==> config.mk <==
export PLATFORM = sky130hd
export DESIGN_NAME = fir_out_buffer
export DESIGN_NICKNAME = d
export VERILOG_FILES = /design/src/rtl/fir_pkg.sv /design/src/rtl/sync_fifo.sv /design/src/rtl/fir_out_buffer.sv
export SDC_FILE = /design/constraint.sdc
export NUM_CORES = 1
export LEC_CHECK = 0
export ABC_CLOCK_PERIOD_IN_PS = 2150
export CAP_MARGIN = 10
export CORE_UTILIZATION = 45
export DETAILED_ROUTE_END_ITERATION = 8
export PLACE_DENSITY = 0.7
export SYNTH_ARGS = -nofsm -noshare
export SYNTH_HDL_FRONTEND = slang
export SYNTH_SLANG_ARGS = --single-unit
==> constraint.sdc <==
create_clock -name clk -period 2.15 [get_ports clk]
set_input_delay 0.3225 -clock clk [delete_from_list [all_inputs] [get_ports clk]]
set_output_delay 0.3225 -clock clk [all_outputs]
set_load 0.05 [all_outputs]
==> src/rtl/fir_pkg.sv <==
// Shared FIR output-path constants: datapath widths, clamp limits and drop counter width.
package fir_pkg;

  localparam int unsigned FIR_WIDTH_OUT   = 20;
  localparam int unsigned FIR_WIDTH_FINAL = 8;
  localparam int unsigned FIR_FRAC_SHIFT  = 8;
  localparam int unsigned FIR_FIFO_DEPTH  = 4;
  localparam int unsigned DROP_CNT_W      = 8;

  // Clamp limits of a signed w-bit sample.
  function automatic int final_max(input int unsigned w);
    return (1 << (w - 1)) - 1;
  endfunction

  function automatic int final_min(input int unsigned w);
    return -(1 << (w - 1));
  endfunction

  localparam int FINAL_MAX = final_max(FIR_WIDTH_FINAL);
  localparam int FINAL_MIN = final_min(FIR_WIDTH_FINAL);

  localparam logic [DROP_CNT_W-1:0] DROP_CNT_MAX = '1;

endpackage

==> src/rtl/sync_fifo.sv <==
// Single-clock FIFO with registered storage; head is presented combinationally from the head entry.
module sync_fifo #(
  parameter int unsigned WIDTH = 8,
  parameter int unsigned DEPTH = 4
) (
  input  logic             clk,
  input  logic             rst,
  input  logic             push,
  input  logic             pop,
  input  logic [WIDTH-1:0] wdata,
  output logic [WIDTH-1:0] rdata,
  output logic             empty,
  output logic             full
);

  localparam int unsigned PW = (DEPTH > 1) ? $clog2(DEPTH) : 1;
  localparam int unsigned CW = $clog2(DEPTH) + 1;

  logic [WIDTH-1:0] mem [DEPTH];
  logic [PW-1:0]    wptr;
  logic [PW-1:0]    rptr;
  logic [CW-1:0]    count;
  logic             do_push_c;
  logic             do_pop_c;

  assign empty     = (count == '0);
  assign full      = (count == CW'(DEPTH));
  assign do_pop_c  = pop & ~empty;
  // A full FIFO still accepts a write when the head leaves on the same edge.
  assign do_push_c = push & (~full | do_pop_c);
  assign rdata     = empty ? '0 : mem[rptr];

  always_ff @(posedge clk) begin
    if (do_push_c) mem[wptr] <= wdata;
  end

  always_ff @(posedge clk or negedge rst) begin
    if (!rst) begin
      wptr  <= '0;
      rptr  <= '0;
      count <= '0;
    end else begin
      if (do_push_c) wptr <= wptr + PW'(1);
      if (do_pop_c)  rptr <= rptr + PW'(1);
      case ({do_push_c, do_pop_c})
        2'b10:   count <= count + CW'(1);
        2'b01:   count <= count - CW'(1);
        default: count <= count;
      endcase
    end
  end

endmodule

==> src/rtl/fir_out_buffer.sv <==
// Rounds and clamps FIR results, buffers them in a FIFO for a ready/valid consumer, and tracks saturation/drops.
module fir_out_buffer
  import fir_pkg::*;
#(
  parameter int unsigned WIDTH_OUT   = FIR_WIDTH_OUT,
  parameter int unsigned WIDTH_FINAL = FIR_WIDTH_FINAL,
  parameter int unsigned FRAC_SHIFT  = FIR_FRAC_SHIFT,
  parameter int unsigned FIFO_DEPTH  = FIR_FIFO_DEPTH
) (
  input  logic                   clk,
  input  logic                   rst,
  input  logic                   in_valid,
  input  logic [WIDTH_OUT-1:0]   in_data,
  output logic                   out_valid,
  input  logic                   out_ready,
  output logic [WIDTH_FINAL-1:0] out_data,
  output logic                   sat_flag,
  output logic                   ovf_flag,
  output logic [DROP_CNT_W-1:0]  drop_cnt,
  input  logic                   flag_clr
);

  // One guard bit above the input so the rounding add cannot wrap.
  localparam int unsigned GW = WIDTH_OUT + 1;
  localparam logic signed [GW-1:0] RND    = GW'((1 << FRAC_SHIFT) >> 1);
  localparam logic signed [GW-1:0] SAT_HI = GW'(final_max(WIDTH_FINAL));
  localparam logic signed [GW-1:0] SAT_LO = GW'(final_min(WIDTH_FINAL));

  logic signed [GW-1:0]    ext_c;
  logic signed [GW-1:0]    rnd_c;
  logic signed [GW-1:0]    shf_c;
  logic [WIDTH_FINAL-1:0]  cond_c;
  logic                    clamp_c;

  logic                    s1_valid;
  logic [WIDTH_FINAL-1:0]  s1_data;

  logic                    fifo_empty;
  logic                    fifo_full;
  logic                    pop_c;
  logic                    drop_c;
  logic                    sat_set_c;

  always_comb begin
    ext_c   = {in_data[WIDTH_OUT-1], in_data};
    rnd_c   = ext_c + RND;
    shf_c   = rnd_c >>> FRAC_SHIFT;
    clamp_c = 1'b0;
    cond_c  = shf_c[WIDTH_FINAL-1:0];
    if (shf_c > SAT_HI) begin
      clamp_c = 1'b1;
      cond_c  = SAT_HI[WIDTH_FINAL-1:0];
    end else if (shf_c < SAT_LO) begin
      clamp_c = 1'b1;
      cond_c  = SAT_LO[WIDTH_FINAL-1:0];
    end
  end

  always_ff @(posedge clk or negedge rst) begin
    if (!rst) begin
      s1_valid <= 1'b0;
      s1_data  <= '0;
    end else begin
      s1_valid <= in_valid;
      if (in_valid) s1_data <= cond_c;
    end
  end

  assign out_valid = ~fifo_empty;
  assign pop_c     = out_valid & out_ready;
  assign drop_c    = s1_valid & fifo_full & ~pop_c;
  assign sat_set_c = in_valid & clamp_c;

  sync_fifo #(
    .WIDTH (WIDTH_FINAL),
    .DEPTH (FIFO_DEPTH)
  ) u_fifo (
    .clk   (clk),
    .rst   (rst),
    .push  (s1_valid),
    .pop   (pop_c),
    .wdata (s1_data),
    .rdata (out_data),
    .empty (fifo_empty),
    .full  (fifo_full)
  );

  // Sticky status; a coincident set event beats flag_clr.
  always_ff @(posedge clk or negedge rst) begin
    if (!rst) begin
      sat_flag <= 1'b0;
      ovf_flag <= 1'b0;
      drop_cnt <= '0;
    end else begin
      sat_flag <= sat_set_c | (sat_flag & ~flag_clr);
      ovf_flag <= drop_c | (ovf_flag & ~flag_clr);
      if (drop_c) begin
        if (flag_clr)                       drop_cnt <= DROP_CNT_W'(1);
        else if (drop_cnt != DROP_CNT_MAX)  drop_cnt <= drop_cnt + DROP_CNT_W'(1);
      end else if (flag_clr) begin
        drop_cnt <= '0;
      end
    end
  end

endmodule

=== Yosys cells after proc, flatten, opt, wreduce, memory -nomap -nowiden ===
Memories as Yosys holds them, arrays and structs flattened.
Cells that the tools add are included.

* Word-level logic and storage cells: 53
* Bits in read-only memories: 0
* Bits of input ports: 25
* Memories: 1
* Register bits after elaboration: 26
* Output and inout bits: 19
* Memory bits (writable): 32
* Latch bits: 0

{| class="wikitable"
|+ Memory list
! memory !! words !! bits a word !! read ports !! clocked after Yosys merged registers in !! wr ports !! line !! text
|-
| u_fifo.mem || 4 || 8 || 1 || 0 || 1 || sync_fifo.sv:19 || <nowiki>logic [WIDTH-1:0] mem [DEPTH];</nowiki>
|}

* Multiply operators: 0
* Equal/unequal tests: 4
* Divide/modulo/power cells: 0
* Order comparisons: 2
* Muxes and demuxes: 12
* Add/sub/neg operators: 6
* Shift-type cells: 0
* Reductions and logical operators: 5
* Bitwise gates (word level): 15

{| class="wikitable"
|+ Operator list
! cell !! count
|-
| 8-bit two-way mux || 7
|-
| 20-bit by 9-bit adder with 21-bit output (second input constant) || 1
|-
| 13-bit by 8-bit > comparator with 1-bit output (second input constant) || 1
|-
| 13-bit by 8-bit less-than comparator with 1-bit output (second input constant) || 1
|-
| 8-bit by 1-bit adder with 8-bit output (second input constant) || 1
|-
| 1-bit AND || 8
|-
| 8-bit != test (second input constant) || 1
|-
| 3-bit one-hot mux with 2 select lines || 1
|-
| 2-bit nonzero test || 3
|-
| 2-bit by 1-bit adder with 2-bit output (second input constant) || 2
|-
| 1-bit two-way mux || 4
|-
| 1-bit NOT || 4
|-
| 3-bit by 1-bit adder with 3-bit output (second input constant) || 1
|-
| 3-bit == test (second input constant) || 1
|-
| 3-bit zero test || 1
|-
| 1-bit OR || 3
|-
| 3-bit by 1-bit subtractor with 3-bit output (second input constant) || 1
|-
| 2-bit by 1-bit == test with 1-bit output (second input constant) || 1
|-
| 2-bit == test (second input constant) || 1
|-
| 2-bit AND reduction || 1
|}

=== Longest topological paths before layout ===
Gate-level depths: netlist of run 1.

* Depth in word-level cells: 8
* Gate-level depth with buffers: 10
* Mapped depth without buffers: 9

=== By module ===
From an unflattened synthesis of run 1, not the netlist that was laid out.

* Cell total of the unflattened synthesis: 225
* Area total of the unflattened synthesis: 2886.5 µm²

{| class="wikitable"
|+ By module, submodules not included
! module !! sequential area each (µm²) !! cells each !! instances !! area an instance (µm²)
|-
| sync_fifo || 1136.1 || 90 || 1 || 1645.3
|-
| fir_out_buffer || 475.5 || 135 || 1 || 1241.2
|}

=== Least setup slack after synthesis of run 1 ===
No wires, ideal clock.

* Kind: flip-flop to flip-flop
* From: reg u_fifo.count[0]
* To: reg u_fifo.count[2]
* Clock period less this slack: 2.356 ns
* Data arrival time: 2.277 ns
* Library setup time: 0.079 ns
* Stages on the path, launching flop included: 10
* Buffers on the path: 1
* Required time: 2.071 ns
* Slack: -0.206 ns
* Path through: dfrtp_1 -> or3_1 -> clkbuf_1 -> and2_1 -> ha_1 -> inv_1 -> fa_1 -> xor2_1 -> nor2_1 -> xor2_1

* Cells in the longest elaborated chain, start to end: 8

{| class="wikitable"
|+ Ends and longest elaborated chain
! item !! line !! text
|-
| start, declared || sync_fifo.sv:22 || <nowiki>logic [CW-1:0] count;</nowiki>
|-
| start signal, assigned || sync_fifo.sv:46 || <nowiki>2'b10: count <= count + CW'(1);</nowiki>
|-
| start signal, assigned || sync_fifo.sv:47 || <nowiki>2'b01: count <= count - CW'(1);</nowiki>
|-
| start signal, assigned || sync_fifo.sv:48 || <nowiki>default: count <= count;</nowiki>
|-
| 3-bit zero test (*) || sync_fifo.sv:26 || <nowiki>assign empty = (count == '0);</nowiki>
|-
| 1-bit NOT (*) || fir_out_buffer.sv:69 || <nowiki>assign out_valid = ~fifo_empty;</nowiki>
|-
| net out_valid || fir_out_buffer.sv:14 || <nowiki>output logic out_valid,</nowiki>
|-
| 1-bit AND || fir_out_buffer.sv:70 || <nowiki>assign pop_c = out_valid & out_ready;</nowiki>
|-
| 1-bit AND (*) || sync_fifo.sv:28 || <nowiki>assign do_pop_c = pop & ~empty;</nowiki>
|-
| net u_fifo.do_pop_c || sync_fifo.sv:24 || <nowiki>logic do_pop_c;</nowiki>
|-
| 1-bit OR || sync_fifo.sv:30 || <nowiki>assign do_push_c = push & (~full | do_pop_c);</nowiki>
|-
| 1-bit AND || sync_fifo.sv:30 ||
|-
| 2-bit by 1-bit == test with 1-bit output or 2-bit == test (tied branches) || sync_fifo.sv:45 || <nowiki>case ({do_push_c, do_pop_c})</nowiki>
|-
| 3-bit one-hot mux with 2 select lines or 2-bit nonzero test (tied branches) || n/a ||
|}

The timed path passes the listed nets; every way through them passes the cells marked *.
A chain may end at the register's enable or synchronous reset.

=== Worst setup path after layout of run 1 ===
* From: reg u_fifo.rptr[0]
* To: out out_data[4]

* Cells in the longest elaborated chain, start to end: 2

{| class="wikitable"
|+ Ends and longest elaborated chain
! item !! line !! text
|-
| start, declared || sync_fifo.sv:21 || <nowiki>logic [PW-1:0] rptr;</nowiki>
|-
| start signal, assigned || sync_fifo.sv:44 || <nowiki>if (do_pop_c) rptr <= rptr + PW'(1);</nowiki>
|-
| memory 4 x 8 bit || n/a ||
|-
| 8-bit two-way mux || sync_fifo.sv:31 || <nowiki>assign rdata = empty ? '0 : mem[rptr];</nowiki>
|-
| end, declared || fir_out_buffer.sv:16 || <nowiki>output logic [WIDTH_FINAL-1:0] out_data,</nowiki>
|}

Every way passes these cells.

==> results of run 1 <==
==> synth_stat cells, drive strengths merged (5+ instances only) <==
library cell  instances  area [um^2]
xnor2                 9         78.8
inv                   9         33.8
nand3                 8         40.0
o211ai                5         37.5
dfrtp                26          651
and2                 16          100
mux4                  8          180
nand2                15         56.3
nor2                 12         45.0
clkbuf                6         23.8
o31ai                 5         37.5
edfxtp               32          961
nor3                  5         25.0
xor2                  8         70.1
ha                    7         87.6
==> registers in the layout (all words and copies together) (netlist names) <==
register and cells:
u_fifo.mem 32, drop_cnt 8, s1_data 8, u_fifo.count 3, u_fifo.rptr 2, u_fifo.wptr 2, ovf_flag 1, s1_valid 1
sat_flag 1
==> power by group through the flow <==
stage / combinational (uW) / clock, uW / sequential [uW]
after CTS: 1590 / 953 / 1560
after global placement: 1550 / 0 / 1570
final: 1580 / 925 / 1570
after floorplan: 1130 / 0 / 1550
after global routing: 1710 / 1000 / 1590
after detailed placement: 1580 / 0 / 1580
==> worst min-delay path by stage <==
stage                                  end  depth (start not counted)
3_3_place_gp   u_fifo.count[2]$_DFFE_PN0P_                          1
5_1_grt                 ovf_flag$_DFF_PN0_                          2
4_1_cts                 ovf_flag$_DFF_PN0_                          2
6_report       u_fifo.count[1]$_DFFE_PN0P_                          2
2_1_floorplan      drop_cnt[0]$_DFFE_PN0P_                          0
3_5_place_dp   u_fifo.count[2]$_DFFE_PN0P_                          1
==> logic make-up after synthesis <==
kind of cell | Yosys count | synth area share [%]
mux | 10 | 7.14
flops | 58 | 57.5
xor+xnor | 17 | 5.31
fa+ha+maj | 8 | 3.84
buf+inv | 18 | 2.50
compound gates | 31 | 7.86
simple gates | 78 | 15.8
==> repair_timing <==
action	4_1_cts	5_1_grt
setup endpoints to repair	1	6
pin swaps	0	3
endpoints found under the hold margin	0	0
gates resized for setup	1	5
==> layer usage <==
| metal | global-route usage [%] | vias up | routed length [um] |
|---|---|---|---|
| met1 | 22.0 | 932 | 2250 |
| met4 | 8.21 | 0 | 79 |
| met3 | 6.07 | 6 | 221 |
| li1 | - | 963 | - |
| met5 | 0 | - | 0 |
| met2 | 29.2 | 47 | 2630 |
==> layout by cell type, fill, tap and decap left out, drive strengths merged, types with 5 or more instances in the layout <==
cell type / n
clkdlybuf4s50: 26
nor3: 5
nor2: 12
o31ai: 5
mux4: 8
edfxtp: 32
nand3: 8
o211ai: 5
inv: 9
xor2: 8
clkbuf: 10
xnor2: 9
buf: 38
ha: 7
and2: 16
nand2: 15
dfrtp: 26
==> metrics by stage <==
stage	std cells	worst slack [ns]
detailed placement	352	-0.391
global route	368	0.0332
CTS	368	0.0371
global placement	352	-0.240
floorplan	220	0.0827
finish	368	0.107
==> worst max-delay path, cell delays in order, from the launching register on <==
cell	delay, ns
dfrtp_1	0.34
buf_6	0.18
mux4_2	0.51
and2_1	0.17
buf_4	0.18
==> final cells by class <==
cell class / instances / area (um^2) / share of cell area, %
Multi-Input combinational cell: 144 / 1140 / 31.4
Sequential cell: 58 / 1610 / 44.4
Tap cell: 75 / 93.8 / 2.58
Inverter: 10 / 37.5 / 1.03
Clock buffer: 10 / 128 / 3.51
Timing Repair Buffer: 65 / 562 / 15.5
Clock inverter: 6 / 57.6 / 1.59
==> run summary, run 1 <==
Type of element launching the critical path: a register. Summing all non-filler instances in the final layout gives an area of 3630 um^2. Clock skew on the completed layout was measured at 0.00687 ns. The largest fanout of any net on the critical path is 10, and the overall track demand over capacity in global routing is 18.1%. The number of storage elements in the synthesis netlist was 58; the DRC violation count after routing was 0.

The most common flop cell mapped by yosys is edfxtp_1. The logs give 0.000877 V for the worst vdd rail ir drop and 504 for the fill cell total of the finished layout. Following the worst setup path forward leads to its endpoint at out_data[4]. In the final routed layout, each cell accounts on average for 14.1 um. Number of vias after detailed routing: 1,948.

The tool flagged a number of max-cap violations equal to 0. The logs give 0 for the max-slew violation count and 5960 um^2 for the core outline area. No sink is reached through more buffers than the 2 on the longest clock path. 44 I/O pins were placed. The number of global-route vias before repair was 1,869.

Input and output buffers added on the ports amount to 36. The total number of nets in the final design is 321. The H-tree was split into 3 levels. After technology mapping, the gate count stands at 220. The run gives 3770 um as the final HPWL from detailed placement.

The post-route netlist has 23.2% of its cells at a drive strength greater than 1. The worst hold margin was 0.354 ns; the per-cell via count in the routed design was 5.29. The run gives 3420 um^2 as the placed cell area. At the worst endpoint, the required time is 1.83 ns. The net switching power figure is 1480 uW, and the sum of negative setup slack is 0 ns. The endpoint identified for the worst register-to-register timing path is u_fifo.count[2]$_DFFE_PN0P_. The number of nets in the synthesized netlist came out at 253. The relative contribution of combinational cells to total power was 38.8%; the total power draw was 4070 uW.

In this run switching power makes up 36.3% of total power. The final worst-path cycle share is 95.0%. Yosys mapped the design onto 46 distinct sky130hd cell types.

Type of the tightest min-delay check: primary input to asynchronous set/reset pin. Setup repair after global routing left no endpoint under its margin. The power density over cell area is 1120 nW/um^2. The start point of the critical path was u_fifo.rptr[0]$_DFFE_PN0P_. The worst path in the final design needs a cycle of 2.04 ns, including I/O delays and setup.

The clock network fraction of total power is 22.7%, and the slack of the worst reg-to-reg path is 0.19 ns. In this run the static leakage power is 0.00138 uW. The placement row count was 28; the depth of the worst register-to-register path was 8. The global placement routability congestion is 0.865, and the clock insertion delay at the later pin of the skew report is 0.33 ns. Measured along the x axis, the die boundary spans 80.9 um. The share of flip-flops with an asynchronous set or reset after synthesis was 44.8%. Entering global routing, the biggest net connects 27 pins. The clock sink count came out at 58.

Counting the buffers created by CTS gives 9. The worst relative slew slack was 59.3%. The clock transition time at the flip-flop clock pins of the worst setup and hold paths works out to 0.06 ns. The startpoint identified for the worst register-to-register timing path is u_fifo.count[2]$_DFFE_PN0P_. The count of flip-flops with a built-in enable after synthesis was 32. Cell at the root of the clock tree: clkbuf_8. For the worst setup path, the data arrival time is 1.72 ns. The die area is 6550 um^2. Of the total power, registers draw 38.5%. Derived from the worst setup path, the maximum achievable clock frequency is 490 MHz. The final core area utilization was 61.0%. The hold violation count in the final report came out at 0. In this run the post-CTS setup repair buffer count came out at 0.

The first global-routing pass estimated 8540 um of wire. The run gives 0 as the number of warnings printed during yosys synthesis. Per-instance average area after synthesis: 12.7 um^2. The tools report the number of antenna violations at the first check in global routing as 0. In this run the vertical extent of the chip is 80.9 um. For this block, the routed nets add up to 5180 um of wire. The internal power contribution was 2590 uW.

The run finished with clean final reports. The area of the mapped netlist was 2800 um^2. Hold repair after CTS inserted 0 buffers. Total global routing overflow: 0. TritonCTS built the clock tree. The repair_antennas step left the layout with diodes totalling 0.

The first detailed-routing pass took 4 iterations. For the pin with the worst max-slew slack, the measured transition is 0.606 ns. The synthesis-to-layout area growth is 29.6%, and the portion of the post-synthesis area used by sequential elements is 57.5%. The critical path is of the register to output port type. The logs give 0 for the number of nets still failing antenna checks after routing and 42 for the DRC marker count from the first detailed-route iteration.

STA classifies the critical path endpoint as an output port. Setup violations remaining at the end of the flow were counted as 0. For this configuration, the core starts out at a cell density of 47.1%.
No activity file was read; power rests on OpenSTA's default activity.
==> inputs of run 2 (changes only) <==
ABC_CLOCK_PERIOD_IN_PS = 2200   (was 2150)
GPL_ROUTABILITY_DRIVEN = 0   (was default)
PLACE_DENSITY = 0.68   (was 0.7)
clock period = 2.2 ns   (was 2.15 ns; I/O delays follow)
==> run 2 against run 1 <==
Compared with the run above:
- via count is 2.0% lower
- cell area is 1.7% lower
- total power hardly changed
- combinational power is 4% lower
- global-route usage is 0.41 points lower
- clock power is 11% higher
- non-clock buffer count is 9 lower
==> run summary, run 2 (synthesized netlist as in run 1, its figures left out) <==
The run finished with clean final reports. The relative contribution of combinational cells to total power was 37.3% (-1.5 points). The die outline height was 80.9 um (unchanged). The final HPWL from detailed placement was 3720 um (-1.4%).

The worst relative slew slack was 59.4% (+0.14 points). The sum of negative setup slack is 0 ns (unchanged), and the cts-stage hold buffer count is 0 (unchanged). TritonCTS built the clock tree. Clock insertion delay at the later pin of the skew report: 0.33 ns (about the same).

The largest registers in the layout are u_fifo.mem: 32 flops, drop_cnt: 8 flops, s1_data: 8 flops. Leaving out fill and tap cells, the most frequent cell in the layout is edfxtp_1. The switching power share of the total is 35.4% (-0.86 points), and the average wire length per cell after detail routing is 14.4 um (+2.2%).

The core outline area is 5960 um^2 (unchanged), and the placed cell area is 3350 um^2 (-1.9%). The die area was 6550 um^2 (unchanged). For the clock network fraction of total power, the log shows 25.4% (+2.7 points). The logs give 0 (unchanged) for the final count of negative-setup-slack endpoints and 58 (unchanged) for the clock sink count.

The run gives 0 (unchanged) as the max-capacitance violation count. The worst setup path is launched from a register. The run gives 0 (unchanged) as the number of nets still failing antenna checks after routing. The slew of the pin with the lowest slew margin is 0.604 ns (-0.00201 ns), and the power density over cell area is 1140 nW/um^2 (+1.8%). The run gives 8340 um (-2.3%) as the wire length of the first global-routing pass. For the initial core utilization, the log shows 47.1% (unchanged). The register bank with the most flops is u_fifo.mem. The maximum clock insertion buffer count was 2 (unchanged); the internal power contribution was 2630 uW (+1.4%). The number of flip-flops under the largest register name is 32 (unchanged). Based on the critical path, the design can be clocked at up to 479 MHz.

The setup path with the least slack is of type register to output port. The depth of the CTS H-tree came out at 3 (unchanged). The tightest min-delay check is of the primary input to asynchronous set/reset pin type.

Sequential share of power: 37.3% (-1.2 points). The logs give 0.00134 uW (-2.9%) for the leakage power and 1.76 ns (+0.04 ns) for the arrival time at the worst endpoint. The clock transition time at the flip-flop clock pins of the worst setup and hold paths was 0.07 ns (about the same). Synthesis-to-layout area growth: 27.4%. The number of cells upsized or downsized after cts is 1 (unchanged), and the number of buffers created by CTS is 9 (unchanged). The placement row count came out at 28 (unchanged).

The tools report the DRC violation count after routing as 0 (unchanged). The top cell types in the final layout, fill and taps aside, are edfxtp_1 (32), buf_4 (28), clkdlybuf4s50_1 (27). The layout cell share with drive strength beyond 1 is 20.1% (-3.1 points). The DRC marker count from the first detailed-route iteration came out at 74 (+76%). Area of all placed cells without fillers: 3570 um^2 (-1.7%). The total number of nets in the final design came out at 312 (-2.8%). The largest net degree at the start of global routing is 27 (unchanged), and the required time at the endpoint of the critical path is 1.87 ns (+0.04 ns). The tools report the number of antenna violations at the first check in global routing as 0 (unchanged). For the number of diodes added for antenna fixing, the log shows 0 (unchanged).

Horizontal extent of the die: 80.9 um (unchanged). The worst vdd rail ir drop is 0.000707 V (-19%). The hold violation count in the final report was 0 (unchanged); the total global routing overflow was 0 (unchanged). After layout, the minimum clock period comes to 2.09 ns. Setup repair after global routing left no endpoint under its margin. The tools report the length of the first detailed-routing pass in iterations as 5 (+1). For the number of buffers inserted by post-CTS setup repair, the log shows 0 (unchanged).

The final critical path takes up 94.8% of the cycle. The tools report the overall track demand over capacity in global routing as 17.7% (-0.41 points). The kind of end point of the critical path was an output port. The port buffer count works out to 36 (unchanged). The worst clock skew on the final layout is 0.00742 ns (+0.000549 ns). The tools report the number of I/O pins as 44 (unchanged). The run gives 59.9% (-1.0 points) as the final core area utilization.

Per-cell via count in the routed design: 5.32 (+0.51%). The tools report the cell at the root of the clock tree as clkbuf_8. The run gives 5160 um (-0.33%) as the total routed wirelength. The net switching power figure is 1440 uW (-2.3%), and the number of vias after detailed routing is 1,910 (-2.0%). The number of global-route vias before repair is 1,743 (-6.7%), and the largest fanout of any net on the critical path is 10 (unchanged). The max-slew violation count is 0 (unchanged).

The depth of the worst register-to-register path was 8 (unchanged).
## run 2: layout make-up
class / count / area [um^2]
Clock buffer: 11 / 131
Inverter: 10 / 37.5
Multi-Input combinational cell: 144 / 1130
Sequential cell: 58 / 1610
Fill cell: 518 / 2390
Timing Repair Buffer: 56 / 489
Clock inverter: 5 / 78.8
Tap cell: 75 / 93.8
## run 2: stage by stage
step	std cells	worst slack (ns)	total power (uW)	hold WS (ns)
4_1_cts	359	0.0845	4110	0.362
5_1_grt	359	0.0274	4290	0.409
6_report	359	0.114	4070	0.363
3_3_place_gp	343	-0.190	3040	0.477
3_5_place_dp	343	-0.248	3080	0.475
2_1_floorplan	220	0.0414	2610	0.0344
## run 2: layer usage
metal  track usage [%]  wire [um]  vias up
met5                 0          0        -
met4              7.50         84        0
met3              4.72        223        8
met2              27.6       2460       47
met1              23.2       2390      914
li1                  -          -      941
## run 2: power groups by stage
stage,clock [uW],sequential [uW],combinational (uW)
after detailed placement,0,1540,1540
final,1030,1520,1520
after CTS,1060,1520,1540
after global routing,1100,1550,1640
after global placement,0,1530,1520
after floorplan,0,1510,1100
## run 2: path summary, 6_finish.rpt
path / start / to / slack (ns)
setup / recovery: u_fifo.rptr[0]$_DFFE_PN0P_ / out_data[3] / 0.11
min in group clk: u_fifo.count[2]$_DFFE_PN0P_ / u_fifo.count[2]$_DFFE_PN0P_ / 0.50
hold / removal: rst / u_fifo.count[1]$_DFFE_PN0P_ / 0.36
setup reg to reg: u_fifo.count[2]$_DFFE_PN0P_ / u_fifo.count[2]$_DFFE_PN0P_ / 0.16
max in group asynchronous: rst / s1_data[0]$_DFFE_PN0P_ / 1.58
hold reg to reg: u_fifo.count[2]$_DFFE_PN0P_ / u_fifo.count[2]$_DFFE_PN0P_ / 0.50
## run 2: worst max-delay path, stage by stage (launching register included)
cell and delay, ns:
dfrtp_1 0.32, buf_4 0.22, mux4_2 0.54, and2_1 0.17
buf_4 0.18
==> inputs of run 3 (changes only) <==
ABC_CLOCK_PERIOD_IN_PS = 2600   (was 2200)
clock period = 2.6 ns   (was 2.2 ns; I/O delays follow)
==> run 3 against run 2 <==
Compared with the run above:
- final cell count shrank 3.3%
- combinational power shrank 20%
- sequential cell count is the same
- sequential share of layout area grew 1.6 points
- worst hold slack gained 0.064 ns
- clock power shrank 26%
- cell area shrank 3.4%
- register-to-register slack gained 0.34 ns
- first-iteration DRC count shrank 2.7%
- critical path depth shrank 1
- count of clock-buffer cells in the layout shrank 2
- worst setup slack gained 0.14 ns
- critical endpoint unchanged
==> run summary, run 3 (synthesized netlist as in run 1, its figures left out) <==
The horizontal extent of the die works out to 80.9 um (unchanged). The run gives 0 (unchanged) as the DRC violation count after routing. The tools report the final count of negative-setup-slack endpoints as 0 (unchanged). The clock transition time at the flip-flop clock pins of the worst setup and hold paths is 0.06 ns (about the same).

The number of antenna violations at the first check in global routing was 0 (unchanged). Critical-path cell with the highest stage delay: dfrtp_1. The required time at the endpoint of the critical path came out at 2.21 ns (+0.34 ns).

The synthesis-to-layout area growth is 23.0%, and the DRC marker count from the first detailed-route iteration is 72 (-2.7%). The flow ran to the end, and the final reports show no timing, DRC or antenna violations. The die area was 6550 um^2 (unchanged); the number of I/O pins was 44 (unchanged).

The wire length of the first global-routing pass came out at 8300 um (-0.50%). The logs give 0 (unchanged) for the hold violation count in the final report and 0 (unchanged) for the max-slew violation count. The per-cell via count in the routed design was 5.33 (+0.15%); the fill cell total of the finished layout was 528 (+1.9%). For the worst vdd rail ir drop, the log shows 0.000918 V (+30%). The tools report the maximum clock insertion buffer count as 2 (unchanged). The critical path is of the register to output port type.

CTS placed an instance of clkbuf_8 at the clock tree root. The power density over cell area was 959 nW/um^2 (-16%); the shortest clock period the worst path allows after layout was 2.34 ns. For the total global routing overflow, the log shows 0 (unchanged).

The total number of nets in the final design is 300 (-3.8%), and the switching power share of the total is 36.4% (+1.0 points). Setup repair after global routing left no endpoint under its margin. TritonCTS built the clock tree. The number of diodes added for antenna fixing came out at 0 (unchanged). The run gives 39.9% (+2.6 points) as the sequential share of power. The port buffer count works out to 36 (unchanged). The logs give 9 (unchanged) for the number of buffers created by CTS and 63.5% (+4.1 points) for the worst relative slew slack.

The depth of the CTS H-tree was 3 (unchanged); the clock network fraction of total power was 23.1% (-2.3 points). The layout cell share with drive strength beyond 1 is 16.2% (-3.9 points), and the area taken by flip-flops and latches is 1610 um^2 (unchanged). The logs give 2100 uW (-20%) for the internal power contribution and 57.9% (-2.0 points) for the final core area utilization. For the overall track demand over capacity in global routing, the log shows 17.2% (-0.49 points).

In the layout the commonest cells are edfxtp_1 (32), clkdlybuf4s50_1 (28), dfrtp_1 (26). The run gives 28 (unchanged) as the placement row count. The number of nets still failing antenna checks after routing was 0 (unchanged). Counting flops per register, the top entry is u_fifo.mem. The number of cells upsized or downsized after cts is 0 (-1). The max-capacitance violation count was 0 (unchanged). Largest fanout of any net on the critical path: 9 (-1). The arrival time at the worst endpoint is 1.95 ns (+0.19 ns), and the number of flip-flops under the largest register name is 32 (unchanged). The largest incremental delay on the critical path came out at 0.69 ns (+0.15 ns). The tools report the type of element launching the critical path as a register.

The tools report the net switching power figure as 1200 uW (-17%). The clock insertion delay at the later pin of the skew report was 0.32 ns (about the same); the die outline height was 80.9 um (unchanged). The slew of the pin with the lowest slew margin is 0.547 ns (-0.0573 ns), and the area taken by multi-input logic gates is 1120 um^2 (-0.55%). The number of global-route vias before repair came out at 1,784 (+2.4%).

Core outline area: 5960 um^2 (unchanged). The worst setup path is captured at an output port. The initial core utilization came out at 47.1% (unchanged).

The number of buffers inserted by post-CTS setup repair is 0 (unchanged), and the worst clock skew on the final layout is 0.00631 ns (-0.00111 ns). Length of the first detailed-routing pass in iterations: 4 (-1). The final HPWL from detailed placement was 3530 um (-5.1%); the total routed wirelength was 4960 um (-3.8%). The signal on the critical path passes through mux4_2 -> and2_1 -> buf_4. The number of vias after detailed routing was 1,849 (-3.2%); the relative contribution of combinational cells to total power was 37.0% (-0.3 points). The largest net degree at the start of global routing was 27 (unchanged). The average wire length per cell after detail routing works out to 14.3 um (-0.49%).

In the final layout, the registers with the most flip-flops are u_fifo.mem: 32 flops, drop_cnt: 8 flops, s1_data: 8 flops. For the cts-stage hold buffer count, the log shows 0 (unchanged). The library cell used most frequently in the layout, excluding fill and tap cells, is edfxtp_1. Clock sink count: 58 (unchanged). For the leakage power, the log shows 0.00127 uW (-5.2%). The sum of negative setup slack came out at 0 ns (unchanged). The highest clock frequency the design can meet was 427 MHz; the worst hold margin was 0.426 ns (+0.0637 ns). The type of the tightest min-delay check was primary input to asynchronous set/reset pin. The final worst-path cycle share was 90.1%.
==> run 3: metal layers <==
layer / vias up / wire length, um / global-route usage (%)
met3: 7 / 192 / 4.27
met4: 0 / 71 / 6.96
met5: - / 0 / 0
met2: 45 / 2400 / 27.7
met1: 876 / 2310 / 22.2
li1: 921 / - / -
==> run 3: final timing paths <==
path | from | endpoint | slack (ns) | cells past startpoint
max | u_fifo.rptr[0]$_DFFE_PN0P_ | out_data[3] | 0.26 | 3
min | rst | u_fifo.count[2]$_DFFE_PN0P_ | 0.43 | 2
max reg2reg | u_fifo.count[1]$_DFFE_PN0P_ | u_fifo.count[2]$_DFFE_PN0P_ | 0.50 | 9
min reg2reg | u_fifo.count[2]$_DFFE_PN0P_ | u_fifo.count[2]$_DFFE_PN0P_ | 0.49 | 1
max in group asynchronous | rst | s1_data[2]$_DFFE_PN0P_ | 1.91 | 2
min in group clk | u_fifo.count[2]$_DFFE_PN0P_ | u_fifo.count[2]$_DFFE_PN0P_ | 0.49 | 1
==> run 3: cell type report <==
class	instances	area share, %
multi-input combinational	144	32.5
clock inverter	7	1.74
tap	75	2.72
inverter	10	1.09
timing repair buffer	44	11.6
clock buffer	9	3.59
sequential	58	46.7
==> run 3: through the flow <==
stage	total power (uW)	std cells	instance area [um^2]	setup WS [ns]
after CTS	3350	347	3450	0.195
after detailed placement	2570	331	3260	0.0552
after floorplan	2210	220	2800	0.244
after global routing	3490	347	3450	0.159
after global placement	2560	331	3260	0.120
final	3310	347	3450	0.258
==> run 3: critical path, delay by kind of cell, from the launching register on <==
kind                   cells  cell delay (ns)
DFF                        1             0.69
muxes                      1             0.59
buffers and inverters      1             0.18
and+or+nand+nor            1             0.17
==> run 3: power groups by stage <==
stage,Sequential (uW),Clock [uW],Combinational [uW]
after floorplan,1280,0,926
after global placement,1330,0,1220
after detailed placement,1340,0,1230
after CTS,1330,784,1240
after global routing,1350,821,1320
final,1320,763,1220
